$ cat src/rtl/pixel_stream_serializer_pkg.sv
// Shared types and elaboration-time helpers for the pixel stream serializer.
package pixel_stream_pkg;

    // Frame-level control states.
    typedef enum logic [1:0] {
        IDLE = 2'd0,
        RUN  = 2'd1,
        DONE = 2'd2
    } state_e;

    // Number of pixels packed into one input beat.
    function automatic int calc_pix_per_beat(input int bus_width, input int pix_width);
        return bus_width / pix_width;
    endfunction

    // Number of input beats that make up one full frame.
    function automatic int calc_total_beats(input int rows, input int cols, input int pix_per_beat);
        return (rows * cols) / pix_per_beat;
    endfunction

    // Counter width for a range of n values, never narrower than one bit.
    function automatic int cnt_width(input int n);
        return (n > 1) ? $clog2(n) : 1;
    endfunction

    // Parameter legality; evaluated at elaboration by the top level.
    function automatic bit params_ok(input int rows, input int cols, input int bus_width,
                                     input int pix_width, input int out_pix);
        int ppb;
        if (rows < 1 || cols < 1 || out_pix < 1) begin
            return 1'b0;
        end
        if (pix_width != 8 && pix_width != 16) begin
            return 1'b0;
        end
        if ((bus_width % pix_width) != 0) begin
            return 1'b0;
        end
        ppb = bus_width / pix_width;
        if ((ppb % out_pix) != 0) begin
            return 1'b0;
        end
        if ((cols % out_pix) != 0) begin
            return 1'b0;
        end
        if (((rows * cols) % ppb) != 0) begin
            return 1'b0;
        end
        return 1'b1;
    endfunction

endpackage

$ cat src/rtl/pixel_stream_serializer_if.sv
// Stream bus of the serializer: wide input beats in, narrow pixel beats out.
interface pixel_stream_serializer_if #(
    parameter int BUS_WIDTH = 128,
    parameter int OUT_WIDTH = 8
);
    logic                 s_axis_tvalid;
    logic                 s_axis_tready;
    logic [BUS_WIDTH-1:0] s_axis_tdata;
    logic                 m_axis_tvalid;
    logic                 m_axis_tready;
    logic [OUT_WIDTH-1:0] m_axis_tdata;
    logic                 m_axis_tuser;
    logic                 m_axis_tlast;
    logic                 m_axis_teof;

    // Serializer side.
    modport slave (
        input  s_axis_tvalid, s_axis_tdata, m_axis_tready,
        output s_axis_tready, m_axis_tvalid, m_axis_tdata,
               m_axis_tuser, m_axis_tlast, m_axis_teof
    );

    // Environment side: beat source and pixel sink.
    modport master (
        output s_axis_tvalid, s_axis_tdata, m_axis_tready,
        input  s_axis_tready, m_axis_tvalid, m_axis_tdata,
               m_axis_tuser, m_axis_tlast, m_axis_teof
    );
endinterface

$ cat src/rtl/pixel_stream_serializer_beat_slot_buffer.sv
// ACTIVE/NEXT beat pair: ACTIVE shifts out OUT_PIX pixels per handshake,
// NEXT holds a prefetched beat so ACTIVE can reload without a bubble.
module beat_slot_buffer
    import pixel_stream_pkg::*;
#(
    parameter int BUS_WIDTH = 128,
    parameter int PIX_WIDTH = 8,
    parameter int OUT_PIX   = 1
) (
    input  logic                           clk,
    input  logic                           reset,
    input  logic                           i_clear,
    input  logic                           i_load,
    input  logic [BUS_WIDTH-1:0]           i_data,
    input  logic                           i_shift,
    output logic [OUT_PIX*PIX_WIDTH-1:0]   o_data,
    output logic                           o_active_valid,
    output logic                           o_active_last,
    output logic                           o_next_full
);
    localparam int OUT_W  = OUT_PIX * PIX_WIDTH;
    localparam int GROUPS = BUS_WIDTH / OUT_W;
    localparam int GW     = $clog2(GROUPS + 1);

    logic [BUS_WIDTH-1:0] r_active;
    logic [BUS_WIDTH-1:0] r_next;
    logic [GW-1:0]        r_groups;
    logic                 r_next_full;
    logic                 w_drain;
    logic                 w_active_empty;
    logic [BUS_WIDTH-1:0] w_shifted;

    assign w_active_empty = (r_groups == GW'(0));
    assign w_drain        = i_shift && (r_groups == GW'(1));
    assign w_shifted      = r_active >> OUT_W;

    // ACTIVE slot: reload from NEXT or the input on drain, otherwise shift or fill when empty.
    always_ff @(posedge clk) begin
        if (reset || i_clear) begin
            r_active <= {BUS_WIDTH{1'b0}};
            r_groups <= GW'(0);
        end else if (w_drain && r_next_full) begin
            r_active <= r_next;
            r_groups <= GW'(GROUPS);
        end else if (w_drain && i_load) begin
            r_active <= i_data;
            r_groups <= GW'(GROUPS);
        end else if (i_shift) begin
            r_active <= w_shifted;
            r_groups <= r_groups - GW'(1);
        end else if (i_load && w_active_empty) begin
            r_active <= i_data;
            r_groups <= GW'(GROUPS);
        end else begin
            r_active <= r_active;
            r_groups <= r_groups;
        end
    end

    // NEXT slot: takes the input whenever ACTIVE is busy; empties when it moves into ACTIVE.
    always_ff @(posedge clk) begin
        if (reset || i_clear) begin
            r_next      <= {BUS_WIDTH{1'b0}};
            r_next_full <= 1'b0;
        end else if (w_drain && r_next_full) begin
            r_next      <= i_load ? i_data : r_next;
            r_next_full <= i_load;
        end else if (i_load && !w_drain && !w_active_empty) begin
            r_next      <= i_data;
            r_next_full <= 1'b1;
        end else begin
            r_next      <= r_next;
            r_next_full <= r_next_full;
        end
    end

    assign o_data         = r_active[OUT_W-1:0];
    assign o_active_valid = !w_active_empty;
    assign o_active_last  = (r_groups == GW'(1));
    assign o_next_full    = r_next_full;

endmodule

$ cat src/rtl/pixel_stream_serializer.sv
// Wide-beat to narrow-pixel serializer with frame sideband and ap_* control.
module pixel_stream_serializer
    import pixel_stream_pkg::*;
#(
    parameter int IN_ROWS   = 20,
    parameter int IN_COLS   = 20,
    parameter int BUS_WIDTH = 128,
    parameter int PIX_WIDTH = 8,
    parameter int OUT_PIX   = 1
) (
    input  logic                          clk,
    input  logic                          reset,
    input  logic                          ap_start,
    output logic                          ap_ready,
    output logic                          ap_idle,
    output logic                          ap_done,
    pixel_stream_serializer_if.slave      bus,
    output logic [cnt_width(IN_COLS)-1:0] cnt_col,
    output logic [cnt_width(IN_ROWS)-1:0] cnt_row
);
    localparam int PIX_PER_BEAT = calc_pix_per_beat(BUS_WIDTH, PIX_WIDTH);
    localparam int TOTAL_BEATS  = calc_total_beats(IN_ROWS, IN_COLS, PIX_PER_BEAT);
    localparam int OUT_W        = OUT_PIX * PIX_WIDTH;
    localparam int CW           = cnt_width(IN_COLS);
    localparam int RW           = cnt_width(IN_ROWS);
    localparam int BW           = $clog2(TOTAL_BEATS + 1);

    if (!params_ok(IN_ROWS, IN_COLS, BUS_WIDTH, PIX_WIDTH, OUT_PIX)) begin : g_param_check
        $error("pixel_stream_serializer: illegal parameter combination");
    end

    state_e           r_state;
    state_e           w_next_state;
    logic             r_ap_idle;
    logic             r_ap_done;
    logic [BW-1:0]    r_beats;
    logic [CW-1:0]    r_cnt_col;
    logic [RW-1:0]    r_cnt_row;
    logic             w_act_valid;
    logic             w_act_last;
    logic             w_next_full;
    logic             w_next_moving;
    logic             w_s_tready;
    logic             w_in_hs;
    logic             w_out_hs;
    logic             w_col_wrap;
    logic             w_row_last;
    logic             w_teof;
    logic             w_clear;
    logic [OUT_W-1:0] w_out_data;

    assign w_out_hs      = w_act_valid && bus.m_axis_tready;
    assign w_next_moving = w_out_hs && w_act_last && w_next_full;
    assign w_s_tready    = (r_state == RUN) && (!w_next_full || w_next_moving)
                           && (r_beats < BW'(TOTAL_BEATS));
    assign w_in_hs       = bus.s_axis_tvalid && w_s_tready;
    assign w_col_wrap    = (r_cnt_col == CW'(IN_COLS - OUT_PIX));
    assign w_row_last    = (r_cnt_row == RW'(IN_ROWS - 1));
    assign w_teof        = w_col_wrap && w_row_last;
    // The teof handshake is the RUN->DONE transition; slots and counters restart there.
    assign w_clear       = (r_state == RUN) && (w_next_state == DONE);

    beat_slot_buffer #(
        .BUS_WIDTH (BUS_WIDTH),
        .PIX_WIDTH (PIX_WIDTH),
        .OUT_PIX   (OUT_PIX)
    ) u_slots (
        .clk            (clk),
        .reset          (reset),
        .i_clear        (w_clear),
        .i_load         (w_in_hs),
        .i_data         (bus.s_axis_tdata),
        .i_shift        (w_out_hs),
        .o_data         (w_out_data),
        .o_active_valid (w_act_valid),
        .o_active_last  (w_act_last),
        .o_next_full    (w_next_full)
    );

    // Next-state decode; ap_start only matters while idle.
    always_comb begin
        w_next_state = r_state;
        case (r_state)
            IDLE: begin
                if (ap_start) begin
                    w_next_state = RUN;
                end else begin
                    w_next_state = IDLE;
                end
            end
            RUN: begin
                if (w_out_hs && w_teof) begin
                    w_next_state = DONE;
                end else begin
                    w_next_state = RUN;
                end
            end
            DONE:    w_next_state = IDLE;
            default: w_next_state = IDLE;
        endcase
    end

    // State register.
    always_ff @(posedge clk) begin
        if (reset) begin
            r_state <= IDLE;
        end else begin
            r_state <= w_next_state;
        end
    end

    // Registered ap_* status, aligned with the state they describe.
    always_ff @(posedge clk) begin
        if (reset) begin
            r_ap_idle <= 1'b1;
            r_ap_done <= 1'b0;
        end else begin
            r_ap_idle <= (w_next_state == IDLE);
            r_ap_done <= (w_next_state == DONE);
        end
    end

    // Input beats accepted this frame; caps acceptance at the frame size.
    always_ff @(posedge clk) begin
        if (reset || w_clear) begin
            r_beats <= BW'(0);
        end else if (w_in_hs) begin
            r_beats <= r_beats + BW'(1);
        end else begin
            r_beats <= r_beats;
        end
    end

    // Column/row position of lane 0, advanced per output handshake.
    always_ff @(posedge clk) begin
        if (reset || w_clear) begin
            r_cnt_col <= CW'(0);
            r_cnt_row <= RW'(0);
        end else if (w_out_hs) begin
            if (w_col_wrap) begin
                r_cnt_col <= CW'(0);
                r_cnt_row <= w_row_last ? RW'(0) : (r_cnt_row + RW'(1));
            end else begin
                r_cnt_col <= r_cnt_col + CW'(OUT_PIX);
                r_cnt_row <= r_cnt_row;
            end
        end else begin
            r_cnt_col <= r_cnt_col;
            r_cnt_row <= r_cnt_row;
        end
    end

    assign ap_ready          = r_ap_idle;
    assign ap_idle           = r_ap_idle;
    assign ap_done           = r_ap_done;
    assign cnt_col           = r_cnt_col;
    assign cnt_row           = r_cnt_row;
    assign bus.s_axis_tready = w_s_tready;
    assign bus.m_axis_tvalid = w_act_valid;
    assign bus.m_axis_tdata  = w_out_data;
    // Sideband is qualified by valid so it reads 0 between frames.
    assign bus.m_axis_tuser  = w_act_valid && (r_cnt_row == RW'(0)) && (r_cnt_col == CW'(0));
    assign bus.m_axis_tlast  = w_act_valid && w_col_wrap;
    assign bus.m_axis_teof   = w_act_valid && w_teof;

endmodule

$ cat src/flat_wrapper.sv
// flat-port wrapper written by rule: the top's interface ports become plain ports
module pixel_stream_serializer_flat import pixel_stream_pkg::*;
#(
    parameter int IN_ROWS   = 20,
    parameter int IN_COLS   = 20,
    parameter int BUS_WIDTH = 128,
    parameter int PIX_WIDTH = 8,
    parameter int OUT_PIX   = 1
)
  (clk, reset, ap_start, ap_ready, ap_idle, ap_done, cnt_col, cnt_row, bus_s_axis_tvalid, bus_s_axis_tdata, bus_m_axis_tready, bus_s_axis_tready, bus_m_axis_tvalid, bus_m_axis_tdata, bus_m_axis_tuser, bus_m_axis_tlast, bus_m_axis_teof);
  pixel_stream_serializer_if #(.BUS_WIDTH(BUS_WIDTH), .OUT_WIDTH(8)) bus_i ();
  input  logic clk;
  input  logic reset;
  input  logic ap_start;
  output logic ap_ready;
  output logic ap_idle;
  output logic ap_done;
  output logic [cnt_width(IN_COLS)-1:0] cnt_col;
  output logic [cnt_width(IN_ROWS)-1:0] cnt_row;
  input wire logic [$bits(bus_i.s_axis_tvalid)-1:0] bus_s_axis_tvalid;
  input wire logic [$bits(bus_i.s_axis_tdata)-1:0] bus_s_axis_tdata;
  input wire logic [$bits(bus_i.m_axis_tready)-1:0] bus_m_axis_tready;
  output wire logic [$bits(bus_i.s_axis_tready)-1:0] bus_s_axis_tready;
  output wire logic [$bits(bus_i.m_axis_tvalid)-1:0] bus_m_axis_tvalid;
  output wire logic [$bits(bus_i.m_axis_tdata)-1:0] bus_m_axis_tdata;
  output wire logic [$bits(bus_i.m_axis_tuser)-1:0] bus_m_axis_tuser;
  output wire logic [$bits(bus_i.m_axis_tlast)-1:0] bus_m_axis_tlast;
  output wire logic [$bits(bus_i.m_axis_teof)-1:0] bus_m_axis_teof;
  assign bus_i.s_axis_tvalid = bus_s_axis_tvalid;
  assign bus_i.s_axis_tdata = bus_s_axis_tdata;
  assign bus_i.m_axis_tready = bus_m_axis_tready;
  assign bus_s_axis_tready = bus_i.s_axis_tready;
  assign bus_m_axis_tvalid = bus_i.m_axis_tvalid;
  assign bus_m_axis_tdata = bus_i.m_axis_tdata;
  assign bus_m_axis_tuser = bus_i.m_axis_tuser;
  assign bus_m_axis_tlast = bus_i.m_axis_tlast;
  assign bus_m_axis_teof = bus_i.m_axis_teof;
  pixel_stream_serializer #(.IN_ROWS(IN_ROWS), .IN_COLS(IN_COLS), .BUS_WIDTH(BUS_WIDTH), .PIX_WIDTH(PIX_WIDTH), .OUT_PIX(OUT_PIX)) u_core (.clk(clk), .reset(reset), .ap_start(ap_start), .ap_ready(ap_ready), .ap_idle(ap_idle), .ap_done(ap_done), .bus(bus_i), .cnt_col(cnt_col), .cnt_row(cnt_row));
endmodule
$ cat config.mk
export PLATFORM = sky130hd
export DESIGN_NAME = pixel_stream_serializer_flat
export DESIGN_NICKNAME = d
export VERILOG_FILES = /design/src/rtl/pixel_stream_serializer_pkg.sv /design/src/rtl/pixel_stream_serializer_if.sv /design/src/rtl/pixel_stream_serializer_beat_slot_buffer.sv /design/src/rtl/pixel_stream_serializer.sv /design/src/flat_wrapper.sv
export SDC_FILE = /design/constraint.sdc
export NUM_CORES = 1
export LEC_CHECK = 0
export BUFFER_PORTS_ARGS = -buffer_cell sky130_fd_sc_hd__buf_2
export CAP_MARGIN = 10
export CELL_PAD_IN_SITES_DETAIL_PLACEMENT = 1
export CELL_PAD_IN_SITES_GLOBAL_PLACEMENT = 2
export CORE_MARGIN = 5
export CORE_UTILIZATION = 37
export CTS_CLUSTER_SIZE = 10
export DETAILED_ROUTE_END_ITERATION = 8
export GPL_TIMING_DRIVEN = 0
export PLACE_DENSITY = 0.89
export SETUP_SLACK_MARGIN = 0.3
export SLEW_MARGIN = 10
export SYNTH_ARGS = -nofsm -noshare
export SYNTH_HDL_FRONTEND = slang
export SYNTH_SLANG_ARGS = --single-unit
$ cat constraint.sdc
create_clock -name clk -period 2.96 [get_ports clk]
set_clock_uncertainty 0.15 [all_clocks]
set_input_delay 0.296 -clock clk [delete_from_list [all_inputs] [get_ports clk]]
set_output_delay 0.296 -clock clk [all_outputs]
set_load 0.05 [all_outputs]
==> summary.txt, run 1 <==
Worst setup path
  • Origin of the worst setup path: u_core.u_slots.r_groups[0]$_SDFFE_PP0P_
  • Setup slack, reg-to-reg: 0.35 ns
  • Arrival @ worst endpoint: between 2 and 3 ns
  • Reg-to-Reg End: u_core.u_slots.r_active[88]$_SDFFE_PP0P_
  • Critical path endpoint category: flip-flop
  • FF-to-FF Start: u_core.u_slots.r_groups[0]$_SDFFE_PP0P_
  • Critical path launch point type: flip-flop
  • Worst Path Class, Setup: reg -> reg
  • Reg2Reg Depth: 10
  • Worst-path fanout max: 10
  • Req. time, crit path: ~3.2 ns

Synthesis
  • Fraction of registers with async set/reset: 0%
  • Synth warnings: 0
  • Mapped Cells: between 1k and 1.5k
  • Post-Syn Nets: roughly 1.3k
  • Synth top area share: between 40 and 50%
  • Ranking of synthesized cells by area: dfxtp_1 48%, mux2i_1 21%, a22oi_1 7.9%, o22ai_1 6.2%, nor2_1 4.8%
  • Yosys top cell by area: dfxtp_1
  • Syn_area_per_cell: approximately 10 sq um
  • Count leader, synth: dfxtp_1
  • Syn Std Cell Area: 0.0118 sq mm
  • Yosys reg bits: ~280
  • Count of cell types in the netlist: just under 50
  • Synth top cells by count: 281 x dfxtp_1, 246 x mux2i_1, 151 x nor2_1, 124 x a22oi_1, 116 x o22ai_1
  • Top_reg_cell synth: dfxtp_1
  • Post-synth EDFFs: 0
  • Post-synthesis sequential area ratio: between 40% and 50%

Drt
  • Routed metal-1 wire length: around 17,000 um
  • Routed WL per cell: 20.5 um
  • Routed wl met3: approximately 1500 um
  • Top sig layer: met5
  • Routed vias/inst: between 5 and 6
  • WL final: approximately 39,000 um
  • Drc violations: 0
  • Post-route ant nets: 0
  • Vias: between 10k and 15k
  • DRT Pass-1 Iters: 5
  • Wire length on met2: 20,000 um
  • Drt initial violations: 526

Timing
  • Final setup vio count: 0
  • Setup TNS: 0 ns
  • Fin crit period: 2.61 ns
  • Crit share post-route: between 80% and 90%
  • Max frequency: 384 MHz
  • Unrepaired setup endpoints after global routing: yes
  • Worst slew pin tran: a little under 0.7 ns
  • Final Hold Viols: 0
  • Fin. max-slew vios: 0
  • Slew HR: 54.6%

Power and ir drop
  • Pwr per Cell Area: between 900 and 1000 mW/mm^2
  • Maximum vdd drop: around 500 uV
  • Leak: between 7 and 8 nW

Floorplan
  • Die H: 188 um
  • Die Wd: between 150 and 200 um
  • DIE AREA: 0.0355 sq mm
  • Core area: roughly 0.031 sq mm
  • FP Rows: 65
  • Initial Utilization: 37.4%
  • I/O pin count: around 160

CTS
  • CTS tree: done
  • Clock sinks: about 280
  • Clk buf depth: 3
  • Total CTS buffers: 34
  • CTS H-tree lvls: 2
  • Clk slew on worst S/H paths: 0.06 ns
  • CTS Root Cell: clkbuf_16
  • Clk_lat worst skew: 0.49 ns

Place
  • Dpl hpwl: 26,000 um
  • RePlAce Congestion: a little over 0.8
  • PortBufs: 157

Run status
  • Status: complete, no violations

Cells and area
  • Area Growth Syn to Fin: 34.4%
  • Layout cell share with drive strength beyond 1: between 20% and 30%
  • Layout fillers: 3,461
  • Finished Core Util: a little over 50%
  • NumNets Final: roughly 1.6k
  • Multi-input logic area: about 0.0058 sq mm
  • Storage cell area: about 0.0056 sq mm

Flow run
  • Max-Cap Viols: 0

Global route
  • Gr usage total: a little over a fifth
  • First-pass GRT wire length: approximately 62,000 um
  • Total gr overflow: 0
  • Largest net degree at the start of global routing: 11
  • Initial antenna violation count: 5
  • Vias in the first global route: roughly 11k

Worst hold path
  • Hold Path Cell Cnt: 2
  • Hold Crit Start: reset
  • Worst Hold End: u_core.cnt_col[0]$_SDFFE_PP0N_
  • HP Class: in -> reg
==> where the power goes <==
part	internal, mW	switching (mW)
clock network	2.18	1.51
logic	2.48	3.08
registers	4.60	0.591
total	9.26	5.19
==> sequential cells by signal (all words and copies together) (netlist names) <==
register                    count
u_core.ap_done                  1
u_core.ap_idle                  1
u_core.cnt_col                  5
u_core.cnt_row                  5
u_core.r_beats                  5
u_core.r_state                  2
u_core.u_slots.o_next_full      1
u_core.u_slots.r_active       128
u_core.u_slots.r_groups         5
u_core.u_slots.r_next         128
==> cells by family (layout without fill, tap and decap cells) <==
kind of cell / after synthesis / count (layout) / synth area share [%]
adders and majority gates: 8 / 8 / 0.849
AOI/OAI and AO/OA: 286 / 286 / 16.5
muxes: 246 / 246 / 20.9
other: 0 / 5 / 0
xor gates and xnor gates: 9 / 9 / 0.669
buffers and inverters: 120 / 459 / 4.80
DFF: 281 / 281 / 47.7
and+or+nand+nor: 225 / 225 / 8.54
==> layout by cell type (no fill, tap or decap), types with 3 or more instances in the layout <==
| cell type | synthesis | final |
|---|---|---|
| a22oi_1 | 124 | 115 |
| clkbuf_4 | 0 | 23 |
| a21oi_1 | 20 | 19 |
| buf_2 | 24 | 163 |
| buf_12 | 0 | 3 |
| nand2b_1 | 5 | 4 |
| xnor2_1 | 3 | 3 |
| and2_1 | 3 | 3 |
| dfxtp_1 | 281 | 272 |
| buf_4 | 12 | 27 |
| ha_1 | 8 | 7 |
| nand2_1 | 17 | 16 |
| nand4_1 | 5 | 5 |
| clkbuf_1 | 67 | 11 |
| clkbuf_2 | 0 | 46 |
| dlygate4sd3_1 | 0 | 129 |
| dfxtp_2 | 0 | 9 |
| and3_1 | 3 | 3 |
| nor2_1 | 151 | 151 |
| o22ai_1 | 116 | 115 |
| xor2_1 | 6 | 6 |
| a31oi_1 | 5 | 5 |
| buf_8 | 0 | 3 |
| buf_6 | 5 | 4 |
| inv_1 | 7 | 5 |
| a22oi_2 | 0 | 9 |
| clkbuf_16 | 0 | 36 |
| clkbuf_8 | 0 | 4 |
| a32o_1 | 5 | 5 |
| o21ai_0 | 7 | 6 |
| nor3_1 | 8 | 7 |
| mux2i_1 | 246 | 243 |
| nand3_1 | 11 | 11 |
| diode_2 | 0 | 5 |
==> metrics by stage <==
| step | worst slack [ns] | hold slack, ns | cells | total power, mW | area (sq um) |
|---|---|---|---|---|---|
| 2_1_floorplan | 0.273 | 0.275 | 1175 | 8.66 | 11800 |
| 3_3_place_gp | -0.442 | 0.298 | 1734 | 9.88 | 13100 |
| 3_5_place_dp | -0.509 | 0.301 | 1734 | 10.0 | 13100 |
| 4_1_cts | 0.311 | 0.0666 | 1909 | 14.1 | 15600 |
| 5_1_grt | 0.260 | 0.0786 | 1921 | 15.2 | 15800 |
| 6_report | 0.353 | 0.0854 | 1921 | 14.4 | 15800 |
==> timing repair <==
action                                  4_1_cts  5_1_grt
hold buffers                                129        0
resized for setup                            86       86
pin swaps                                     3        4
setup buffers                                 4        6
hold endpoints to repair                    237        0
gates cloned                                  0        1
endpoints found under the setup margin      270      261
==> per-layer routing <==
metal | global-route usage, % | vias to the layer above
li1 | - | 5009
met2 | 37.8 | 232
met3 | 3.43 | 45
met4 | 5.16 | 2
met5 | 0 | -
met1 | 26.7 | 5199
==> critical path: stages, from the launching register on <==
cell      delay, ns
dfxtp_2        0.34
inv_2          0.08
ha_4           0.15
and2_4         0.17
inv_4          0.07
or4_4          0.54
and2_4         0.18
buf_6          0.16
clkbuf_2       0.22
a22oi_1        0.26
o22ai_1        0.12
==> final cells by class <==
class | count | area share [%]
antenna | 5 | 0.0790
buffer | 112 | 4.77
clock buffer | 41 | 5.86
clock inverter | 1 | 0.0553
inverter | 8 | 0.205
multi-input combinational | 774 | 36.5
sequential | 281 | 35.6
tap | 402 | 3.18
timing repair buffer | 297 | 13.8
==> how the worst max path moves through the flow <==
stage,cells after the start,endpoint
finish,10,u_core.u_slots.r_active[88]$_SDFFE_PP0P_
detailed placement,9,u_core.u_slots.r_active[115]$_SDFFE_PP0P_
CTS,11,u_core.u_slots.r_active[17]$_SDFFE_PP0P_
global route,8,u_core.u_slots.r_active[88]$_SDFFE_PP0P_
floorplan,5,bus_s_axis_tready
global placement,9,u_core.u_slots.r_active[115]$_SDFFE_PP0P_
Note: power is estimated with default switching activity, not from simulation.
==> run 2, diff against run 1 <==
- ABC_AREA: not set -> 1
- CORE_UTILIZATION: 37 -> 32
- PLACE_DENSITY: 0.89 -> 0.9
==> run 2 against run 1 <==
Against the previous run: area after synthesis is 18% higher; global-route usage grew 0.68 points; wire length up 35%; utilization shrank 7.3 points.
==> summary.txt, run 2 <==
Drt
  • Routed vias/inst: roughly 4.8
  • WL final: 53,500 um
  • DRT Pass-1 Iters: 5
  • Vias: 15.0k
  • Post-route ant nets: 0
  • Drt initial violations: around 700
  • Drc violations: 0
  • Routed WL per cell: 16.9 um

Timing
  • Crit share post-route: around 85%
  • Final setup vio count: 0
  • Slew HR: a little over half
  • Setup WS post-layout: between 0.4 and 0.5 ns
  • Fin crit period: around 2.5 ns
  • Fin. max-slew vios: 0
  • Final Hold Viols: 0
  • Max frequency: between 300 and 400 MHz
  • Worst slew pin tran: around 0.71 ns
  • Unrepaired setup endpoints after global routing: yes
  • Setup TNS: 0 ns

CTS
  • CTS tree: done
  • Total CTS buffers: 37
  • CTS H-tree lvls: 2
  • Clk slew on worst S/H paths: ~0.060 ns
  • Clk buf depth: 3
  • Clock sinks: roughly 280
  • Clk_lat worst skew: ~0.55 ns
  • CTS Root Cell: clkbuf_16

Power and ir drop
  • Pwr per Cell Area: a little over 1000 mW/mm^2
  • Leak: slightly below 9 nW
  • Overall Power: approximately 19 mW
  • Maximum vdd drop: 354 uV

Cells and area
  • Area Growth Syn to Fin: 33.1%
  • Layout fillers: roughly 5.6k
  • Most frequent cells in the layout: 498 x nand2_1, 393 x nor2_1, 280 x dfxtp_1
  • Largest regs: u_core.u_slots.r_active: 128 flops, u_core.u_slots.r_next: 128 flops
  • Layout cell share with drive strength beyond 1: 15.2%
  • Most common cell after layout, fill and taps aside: nand2_1
  • Finished Core Util: 43.0%
  • NumNets Final: about 2.7k
  • Post-route insts no fill: 3,159

Floorplan
  • Initial Utilization: about a third
  • Core area: approximately 0.043 sq mm
  • Die H: around 220 um
  • FP Rows: between 70 and 80
  • I/O pin count: about 160
  • DIE AREA: between 0.04 and 0.05 sq mm
  • Die Wd: between 200 and 250 um

Worst setup path
  • Cell Chain, Critical Path: inv_1 > ha_1 > inv_1 > nor2_2 > nand2_4 > nand2_8 > o21bai_4 > nand2_2 > nor2_4 > nand2_4 > inv_6 > nand2_8 > clkbuf_16 > buf_4 > o21ai_1 > nor2_1
  • Critical path launch point type: flip-flop
  • Max incr delay on CP: about 0.34 ns
  • Req. time, crit path: between 3 and 4 ns
  • CP max-delay cell: dfxtp_2
  • Worst-path fanout max: 10
  • Worst Path Class, Setup: reg -> reg
  • Critical path endpoint category: flip-flop
  • Arrival @ worst endpoint: 2.79 ns

Synthesis
  • Yosys top cell by area: dfxtp_1
  • Synth warnings: 0
  • Syn_area_per_cell: roughly 6.3 sq um
  • Count of cell types in the netlist: 33
  • Ranking of synthesized cells by area: dfxtp_1 40%, nand2_1 14%, nor2_1 11%, nand3_1 9.2%, inv_1 7.3%
  • Synth top cells by count: 502 x nand2_1, 395 x nor2_1, 281 x dfxtp_1, 271 x inv_1, 256 x nand3_1
  • Yosys reg bits: roughly 280
  • Post-Syn Nets: around 2.3k
  • Syn Std Cell Area: between 0.01 and 0.015 sq mm
  • Mapped Cells: roughly 2.2k
  • Fraction of registers with async set/reset: 0%
  • Post-synth EDFFs: 0
  • Top_reg_cell synth: dfxtp_1
  • Post-synthesis sequential area ratio: 40.5%
  • Synth top area share: about two fifths
  • Count leader, synth: nand2_1

Place
  • PortBufs: 158
  • Pre-CTS setup slack: -0.477 ns
  • Placed Cells: about 3k
  • Dpl hpwl: 37,500 um
  • RePlAce Congestion: between 0.8 and 0.9

Flow run
  • Max-Cap Viols: 0

Global route
  • Largest net degree at the start of global routing: 11
  • Initial antenna violation count: 6
  • Vias in the first global route: 15.9k
  • First-pass GRT wire length: roughly 84,000 um
  • Total gr overflow: 0
  • Gr usage total: 21.8%

Run status
  • Status: complete, no violations

Worst hold path
  • HP Class: in -> reg
-- run 2: final timing paths --
| kind | startpoint | slack (ns) | depth (start not counted) | end |
|---|---|---|---|---|
| worst min register to register | u_core.u_slots.r_groups[0]$_SDFFE_PP0P_ | 0.29 | 1 | u_core.u_slots.r_groups[0]$_SDFFE_PP0P_ |
| worst max-delay path | u_core.u_slots.r_groups[0]$_SDFFE_PP0P_ | 0.45 | 16 | u_core.u_slots.r_next[94]$_SDFFE_PP0P_ |
| worst max register to register | u_core.u_slots.r_groups[0]$_SDFFE_PP0P_ | 0.45 | 16 | u_core.u_slots.r_next[94]$_SDFFE_PP0P_ |
| worst min-delay path | bus_m_axis_tready | 0.07 | 4 | u_core.cnt_row[4]$_SDFFE_PP0P_ |
-- run 2: what timing repair did --
action / 4_1_cts / 5_1_grt
buffers inserted: 7 / 6
hold endpoints to repair: 241 / 0
pin swaps: 6 / 3
gates cloned: 0 / 3
resized for setup: 101 / 135
hold buffers: 132 / 0
setup endpoints to repair: 277 / 269
-- run 2: final cells by class --
class                      count  area (sq um)  area share (%)
antenna                        2          5.00          0.0271
inverter                     275          1050            5.66
multi-input combinational   1491          6600            35.7
tap                          585           732            3.96
clock buffer                  56          1050            5.66
timing repair buffer         306          2320            12.5
buffer                       160          1090            5.90
sequential                   281          5630            30.4
clock inverter                 3          26.3           0.142
-- run 2: worst max-delay path: cells and delay by family, from the launching register on --
| family | cells | cell delay (ns) |
|---|---|---|
| compound gates | 2 | 0.35 |
| fa+ha+maj | 1 | 0.20 |
| buf+inv | 5 | 0.61 |
| flops | 1 | 0.34 |
| simple gates | 8 | 0.72 |
-- run 2: power breakdown --
part	internal [mW]	total [mW]	switching (mW)	leakage, nW
Clock	2.42	4.18	1.76	0.522
Sequential	5.01	5.71	0.699	2.30
Combinational	3.20	8.88	5.69	5.94
-- run 2: per-stage QoR --
| step | area, sq um | hold slack (ns) |
|---|---|---|
| floorplan | 13900 | 0.218 |
| global route | 18500 | 0.0564 |
| global placement | 15400 | 0.292 |
| detailed placement | 15400 | 0.296 |
| finish | 18500 | 0.0689 |
| CTS | 18200 | 0.0299 |
-- run 2: logic make-up after synthesis --
group                      share of synthesized area (%)
and+or+nand+nor                                     34.6
buffers and inverters                               12.8
AOI/OAI and AO/OA                                   11.1
DFF                                                 40.5
adders and majority gates                          0.720
xor gates and xnor gates                           0.315
-- run 2: routing by layer --
layer,share of wire (%),up-vias,GRT usage (%),wire length [um]
li1,-,7549,-,-
met1,45,7116,27.8,23900
met2,49,263,38.3,26100
met3,3.9,79,3.59,2070
met4,2.5,8,5.99,1320
met5,0.088,-,0,47
